--- src/rtl/glb_mc_bus_feeder.sv ---
// glb_mc_bus_feeder: feeds a tagged word stream from the global buffer onto the multicast bus
// Ports:
//   clk, rstn                      clock; asynchronous active-low reset
//   cfg_start, cfg_len             start pulse and word count (honoured only in IDLE)
//   busy, done                     transfer in progress; one-cycle completion pulse
//   in_data/in_row_id/in_col_id    upstream payload and destination tags
//   in_valid, in_ready             upstream handshake
//   bus_data/bus_row_tag/bus_col_tag  FIFO head driven onto the bus
//   bus_valid, bus_ready           bus handshake
module glb_mc_bus_feeder #(
   parameter int DATA_WIDTH = 16,
   parameter int NUM_ROW    = 4,
   parameter int NUM_COL    = 4,
   parameter int FIFO_DEPTH = 8,
   parameter int LEN_WIDTH  = 16,
   parameter int RID_W      = $clog2(NUM_ROW),
   parameter int CID_W      = $clog2(NUM_COL)
) (
   input  logic                  clk,
   input  logic                  rstn,
   input  logic                  cfg_start,
   input  logic [LEN_WIDTH-1:0]  cfg_len,
   output logic                  busy,
   output logic                  done,
   input  logic [DATA_WIDTH-1:0] in_data,
   input  logic [RID_W-1:0]      in_row_id,
   input  logic [CID_W-1:0]      in_col_id,
   input  logic                  in_valid,
   output logic                  in_ready,
   output logic [DATA_WIDTH-1:0] bus_data,
   output logic [RID_W-1:0]      bus_row_tag,
   output logic [CID_W-1:0]      bus_col_tag,
   output logic                  bus_valid,
   input  logic                  bus_ready
);
   localparam int AW = $clog2(FIFO_DEPTH);
   localparam int EW = DATA_WIDTH + RID_W + CID_W;
   typedef enum logic [1:0] {IDLE, RUN, DRAIN, DONE} state_t;
   state_t state_q, state_d;
   logic [LEN_WIDTH-1:0] len_q, len_d, in_cnt_q, in_cnt_d, out_cnt_q, out_cnt_d;
   logic [AW:0] wr_q, rd_q;
   logic [EW-1:0] mem_q [FIFO_DEPTH];
   logic [EW-1:0] head;
   logic empty, full, push, pop;
   // extra pointer MSB tells a full FIFO apart from an empty one
   assign empty = wr_q == rd_q;
   assign full = (wr_q[AW] != rd_q[AW]) && (wr_q[AW-1:0] == rd_q[AW-1:0]);
   // ready is a function of registered state only, so full blocks pushes even while popping
   assign in_ready = (state_q == RUN) && !full && (in_cnt_q < len_q);
   assign push = in_valid && in_ready;
   assign bus_valid = !empty;
   assign pop = bus_valid && bus_ready;
   // bus is forced to zero while nothing is buffered (covers reset)
   assign head = empty ? '0 : mem_q[rd_q[AW-1:0]];
   assign {bus_data, bus_row_tag, bus_col_tag} = head;
   assign busy = (state_q == RUN) || (state_q == DRAIN);
   assign done = state_q == DONE;
   always_comb begin
      state_d = state_q;
      len_d = len_q;
      in_cnt_d = in_cnt_q + LEN_WIDTH'(push);
      out_cnt_d = out_cnt_q + LEN_WIDTH'(pop);
      case (state_q)
         IDLE: if (cfg_start) begin
            len_d = cfg_len;
            in_cnt_d = '0;
            out_cnt_d = '0;
            state_d = (cfg_len != '0) ? RUN : DONE;
         end
         RUN: state_d = (in_cnt_q == len_q) ? DRAIN : RUN;
         DRAIN: state_d = (out_cnt_q == len_q) ? DONE : DRAIN;
         default: state_d = IDLE;
      endcase
   end
   always_ff @(posedge clk or negedge rstn) begin
      if (!rstn) begin
         state_q <= IDLE;
         len_q <= '0;
         in_cnt_q <= '0;
         out_cnt_q <= '0;
         wr_q <= '0;
         rd_q <= '0;
      end else begin
         state_q <= state_d;
         len_q <= len_d;
         in_cnt_q <= in_cnt_d;
         out_cnt_q <= out_cnt_d;
         wr_q <= wr_q + (AW+1)'(push);
         rd_q <= rd_q + (AW+1)'(pop);
      end
   end
   always_ff @(posedge clk) begin
      if (push) mem_q[wr_q[AW-1:0]] <= {in_data, in_row_id, in_col_id};
   end
endmodule

--- config.mk ---
export PLATFORM = sky130hd
export DESIGN_NAME = glb_mc_bus_feeder
export DESIGN_NICKNAME = d
export VERILOG_FILES = /design/src/rtl/glb_mc_bus_feeder.sv
export SDC_FILE = /design/constraint.sdc
export NUM_CORES = 1
export LEC_CHECK = 0
export CORE_ASPECT_RATIO = 1.4
export CORE_MARGIN = 8
export CORE_UTILIZATION = 60
export DETAILED_ROUTE_END_ITERATION = 8
export PLACE_DENSITY = 0.81
export SYNTH_ARGS = -nofsm -noshare
export SYNTH_HDL_FRONTEND = slang
export SYNTH_SLANG_ARGS = --single-unit
--- constraint.sdc ---
create_clock -name clk -period 11.4 [get_ports clk]
set_input_delay 1.71 -clock clk [delete_from_list [all_inputs] [get_ports clk]]
set_output_delay 1.71 -clock clk [all_outputs]
set_load 0.005 [all_outputs]
==> results of run 1 <==
==> cells in the mapped netlist (12+ instances only) <==
| master | count |
|---|---|
| edfxtp_1 | 160 |
| nor2_1 | 62 |
| dfrtp_1 | 58 |
| mux4_2 | 40 |
| nand2_1 | 39 |
| xnor2_1 | 29 |
| ha_1 | 28 |
| inv_1 | 25 |
| xor2_1 | 22 |
| o21ai_0 | 21 |
| mux2i_1 | 20 |
| nand3_1 | 16 |
| clkbuf_1 | 14 |
| nand4_1 | 12 |
==> power groups by stage <==
stage	sequential, mW	clock, mW	combinational (mW)
after floorplan	1.01	0	0.539
after global placement	1.03	0	0.840
after detailed placement	1.04	0	0.870
after CTS	1.02	0.668	0.881
after global routing	1.03	0.698	0.948
final	1.02	0.658	0.867
==> layout by cell type, fill, tap and decap left out, drive strengths merged <==
cell	instances
ha	28
or4	3
a31oi	2
clkdlybuf4s50	63
and2	5
o21ai	21
edfxtp	160
nor3b	2
a21oi	9
nor4	6
mux2i	20
nand3	16
nor2	62
nand2	39
nor3	9
clkinvlp	1
bufinv	1
o211ai	2
or3	1
a22oi	1
a21o	1
nor2b	3
xor2	22
dfrtp	58
inv	25
clkinv	3
buf	15
or2	1
mux4	40
xnor2	29
clkbuf	31
nand4	12
a2111oi	1
a211oi	1
and3	4
==> cell type report <==
type                    count  area [sq um]
flip-flops and latches    218          6257
fillers                  1005          4512
inverters                  25         93.84
well taps                 196         245.2
clock buffers              31         603.1
multi-input cells         340          2902
repair buffers             78         740.7
clock inverters             5         51.30
==> cell families (layout without fill, tap and decap cells) <==
family / after synthesis / after routing
XOR/XNOR: 51 / 51
buffers and inverters: 49 / 139
adder cells (fa/ha/maj): 28 / 28
AO/OA/AOI/OAI: 38 / 38
multiplexers: 60 / 60
flip-flops: 218 / 218
AND/OR/NAND/NOR: 163 / 163
==> path summary, 6_finish.rpt <==
path	start	to	slack [ns]
max in group asynchronous	rstn	rd_q[0]$_DFF_PN0_	9.50
hold / removal	wr_q[3]$_DFF_PN0_	wr_q[3]$_DFF_PN0_	0.50
min in group asynchronous	rstn	in_cnt_q[1]$_DFF_PN0_	1.37
hold reg to reg	wr_q[3]$_DFF_PN0_	wr_q[3]$_DFF_PN0_	0.50
setup / recovery	len_q[14]$_DFFE_PN0P_	in_ready	6.70
setup reg to reg	in_cnt_q[11]$_DFF_PN0_	in_cnt_q[12]$_DFF_PN0_	8.15
==> sequential cells by signal, indices dropped and copies added (netlist names) <==
name       flops
mem_q        160
in_cnt_q      16
len_q         16
state_q        2
wr_q           4
out_cnt_q     16
rd_q           4
==> worst max-delay path, delay by kind of cell (launching register included) <==
| family | cells | cell delay [ns] |
|---|---|---|
| and+or+nand+nor | 3 | 0.90 |
| adders and majority gates | 1 | 0.30 |
| AOI/OAI and AO/OA | 2 | 0.40 |
| DFF | 1 | 0.37 |
| buffers and inverters | 2 | 0.54 |
==> metrics by stage <==
step | util, % | setup slack (ns) | instance area (sq um) | cells
2_1_floorplan | - | 6.970 | 9314 | 607
3_3_place_gp | 66.46 | 7.269 | 10240 | 857
3_5_place_dp | 66.46 | 7.230 | 10240 | 857
4_1_cts | 70.71 | 6.690 | 10890 | 893
5_1_grt | 70.71 | 6.579 | 10890 | 893
6_report | 70.71 | 6.700 | 10890 | 893
==> routing by layer <==
layer	GRT usage [%]	vias to the layer above	share of wire, %
met3	3.355	47	5.9
met4	8.666	0	3.4
li1	-	2409	-
met2	35.93	173	53
met5	0	-	0
met1	23.92	2655	37
==> impl_metrics.yaml, run 1 <==
worst_setup_path:
  reg2reg_depth: 12
  slowest_delay_ns: 0.62
  critical_path_class: "flop to output pin"
  cp_slowest_cell: "or4_4"
  arrival_ns: 2.99
  end_kind: "output pin"
  critPathLaunchType: "flop"
  path_cells: "inv_1 -> ha_1 -> nand4_1 -> or4_4 -> a21oi_2 -> a21o_2 -> nor3b_1 -> clkdlybuf4s50_1"
  path_max_fanout: 8
  crit_required_ns: 9.69
clock_tree:
  cts_root_buf: "clkbuf_16"
  cts_tree: "done"
  cts_hold_buf: 0
  max-clock-path-buffers: 3
  ctsHtreeMaxLevel: 1
  clkTransAtPathRegs_ns: 0.06
  cts_sinks: 218
  insertion_delay_ns: 0.49
  cts_resized: 0
  numCtsBuffers: 20
  post-cts-setup-buffers: 0
drt:
  drt_iter0_drc: 431
  drt_pass1_iterations: 5
  ant_nets: 0
  viasPerCell: 5.917
  vias: 5284
  finalWirelength_mm: 19.49
  drc: 0
  wl_per_cell_um: 21.82
synthesis:
  synth_fp_nets: 676
  synth_area_leaders: "edfxtp_1 (52%), dfrtp_1 (16%), mux4_2 (9.7%)"
  synth_warnings: 0
  synth_edf_count: 160
  ys_seq_area_share_pct: 67.17
  async_reset_ff_share_pct: 26.61
  ys_ff_latch: 218
  synth_top_family_by_area: "multiplexers"
  synthSimpleGateAreaFrac_pct: 8.074
  synth_mux_area_share_pct: 11.82
  synthAdderAreaFrac_pct: 3.761
  yosysTopAreaCell: "edfxtp_1"
  synth-compound-area-share_pct: 2.297
  syn_avg_cell_area_sq_um: 15.34
  yosysUniqueCellTypes: 35
  synth_ff_type: "edfxtp_1"
  syn_inst: 607
  synth_top_area_share_pct: 51.59
  netlist_area_sq_mm: 0.009314
  synth-xor-area-share_pct: 4.796
timing:
  fin_hold_ws_ns: 0.4987
  setup_tns_ns: 0
  tightest_slew_ns: 0.7656
  rsz0062_at_grt: "false"
  max_freq_mhz: 212.7
  relSlewSlack_pct: 48.96
  fin_crit_sh_pct: 41.23
  final_max_slew_viol_count: 0
  final-hold-violation-count: 0
  fin_skew_ns: 0.01044
  fin_crit_ns: 4.700
  setup_viol: 0
layout:
  syn2layout_area_growth_pct: 16.95
  n_antenna_cell: 0
  drive_gt1_share_pct: 13.92
  nets: 752
die:
  rows: 54
  die_h_um: 163.4
  start_util_pct: 60.46
  die_area_sq_mm: 0.01982
  core_area_sq_mm: 0.01540
  top_level_ports: 65
  die_w_um: 121.3
power_and_ir_drop:
  combPwrFrac_pct: 34.1
  p_total_mw: 2.546
  switching_power_uw: 764.7
  clockPowerShare_pct: 25.9
  power_frac_seq_pct: 40.1
  p_int_mw: 1.781
  ir_worst_vdd_mv: 0.1654
  power.density_mw_per_mm2: 233.7
  switching_share_pct: 30.04
  p_leak_nw: 3.989
global_routing:
  grt_antenna_before_repair: 0
  grt_max_degree: 60
  overflow: 0
  grt_pass1_wl_mm: 30.86
  first_global_vias: 5764
  grtUsageTotal_pct: 20.33
placement:
  dp_hpwl_mm: 12.60
  place_congestion: 0.9145
  port_buffers: 64
run:
  cap_violations: 0
run_status:
  status: "finished clean"
min_path:
  hold_class: "flop to flop"
  hold_depth: 1
Note: power is estimated with default switching activity, not from simulation.
==> run 2, diff against run 1 <==
CORE_UTILIZATION = 53   (was 60)
PLACE_DENSITY = 0.76   (was 0.81)
clock period = 4.2 ns   (was 11.4 ns; I/O delays follow)
==> impl_metrics.yaml, run 2 (synthesis results as in run 1) <==
run_status:
  status: "finished clean"
clock_tree:
  cts_root_buf: "clkbuf_16"
  ctsHtreeMaxLevel: 1
  cts_hold_buf: 0
  cts_tree: "done"
  cts_sinks: 218
  insertion_delay_ns: 0.49
  numCtsBuffers: 20
  post-cts-setup-buffers: 0
  cts_resized: 0
  max-clock-path-buffers: 3
  clkTransAtPathRegs_ns: 0.06
layout:
  nets: 752
  n_antenna_cell: 0
  syn2layout_area_growth_pct: 17.53
  drive_gt1_share_pct: 13.92
  final_common_cell: "edfxtp_1"
  largest_reg_flops: 160
  n_fill_cell: 1235
  mostFrequentLayoutCells: "edfxtp_1 (160), clkdlybuf4s50_1 (63), nor2_1 (62)"
placement:
  port_buffers: 64
  place_congestion: 0.8333
  dp_hpwl_mm: 12.62
drt:
  ant_nets: 0
  drc: 0
  finalWirelength_mm: 19.24
  vias: 5326
  drt_iter0_drc: 377
  drt_pass1_iterations: 4
  wl_per_cell_um: 20.62
  viasPerCell: 5.708
worst_setup_path:
  critPathLaunchType: "flop"
  critical_path_class: "flop to output pin"
  end_kind: "output pin"
  path_max_fanout: 32
  crit_required_ns: 3.57
  arrival_ns: 3.02
die:
  core_area_sq_mm: 0.01726
  die_h_um: 172.9
  rows: 57
  die_w_um: 128.0
  top_level_ports: 65
  die_area_sq_mm: 0.02213
  start_util_pct: 53.97
timing:
  tightest_slew_ns: 1.008
  setup_viol: 0
  fin_crit_ns: 3.652
  relSlewSlack_pct: 32.81
  fin_crit_sh_pct: 86.94
  final-hold-violation-count: 0
  rsz0062_at_grt: "false"
  fin_skew_ns: 0.01014
  final_max_slew_viol_count: 0
  setup_tns_ns: 0
  fin_hold_ws_ns: 0.2930
  max_freq_mhz: 273.9
run:
  cap_violations: 0
power_and_ir_drop:
  ir_worst_vdd_mv: 0.3656
  power.density_mw_per_mm2: 628.4
  p_leak_nw: 3.989
global_routing:
  overflow: 0
  grt_antenna_before_repair: 1
  grt_pass1_wl_mm: 30.94
  first_global_vias: 5768
  grt_max_degree: 59
  grtUsageTotal_pct: 18.03
min_path:
  hold_class: "input pin to async pin"
[run 2: cell counts in the layout (fill, tap and decap cells not counted)]
Identical to the previous run, type by type.
[run 2: metal layers]
layer	up-vias	track usage (%)	routed length, um
met1	2724	20.14	7234
met2	148	33.19	10510
met5	-	0	11
li1	2409	-	-
met4	2	6.564	544
met3	43	3.233	937
[run 2: layout make-up]
| class | count | area (sq um) | share of cell area (%) |
|---|---|---|---|
| repair buffers | 78 | 753.2 | 6.881 |
| clock inverters | 5 | 52.55 | 0.4801 |
| inverters | 25 | 93.84 | 0.8572 |
| clock buffers | 31 | 593.1 | 5.418 |
| multi-input cells | 340 | 2902 | 26.51 |
| well taps | 236 | 295.3 | 2.697 |
| flip-flops and latches | 218 | 6257 | 57.16 |
[run 2: power breakdown]
part           total (mW)  internal, mW  switching (mW)
sequential           2.79          2.59           0.194
combinational        2.32          1.20            1.12
clock                1.77          1.04           0.737
[run 2: worst paths after layout]
check                                       from                endpoint  slack (ns)  depth (start not counted)
max                            rd_q[0]$_DFF_PN0_          bus_col_tag[0]        0.55                          5
max reg2reg                in_cnt_q[5]$_DFF_PN0_  in_cnt_q[12]$_DFF_PN0_        1.01                         12
min                                         rstn  in_cnt_q[15]$_DFF_PN0_        0.29                          2
min in group clk               wr_q[3]$_DFF_PN0_       wr_q[3]$_DFF_PN0_        0.50                          1
min reg2reg                    wr_q[3]$_DFF_PN0_       wr_q[3]$_DFF_PN0_        0.50                          1
max in group asynchronous                   rstn       rd_q[0]$_DFF_PN0_        3.37                          2
[run 2: critical path, cell delays in order (launching register included)]
cell and delay, ns:
dfrtp_2 0.60, buf_4 0.59, mux4_2 0.58, mux2i_1 0.20
nor2_1 0.07, clkdlybuf4s50_1 0.47
[run 2: stage by stage]
step / utilization, % / instances / power [mW] / area (sq um) / worst slack (ns)
final: 63.43 / 933 / 6.879 / 10950 / 0.5484
after CTS: 63.43 / 933 / 6.971 / 10950 / 0.4346
after global placement: 59.69 / 897 / 5.110 / 10300 / 1.020
after global routing: 63.43 / 933 / 7.267 / 10950 / 0.3188
after detailed placement: 59.69 / 897 / 5.185 / 10300 / 0.9543
after floorplan: - / 607 / 4.212 / 9314 / 0.4674
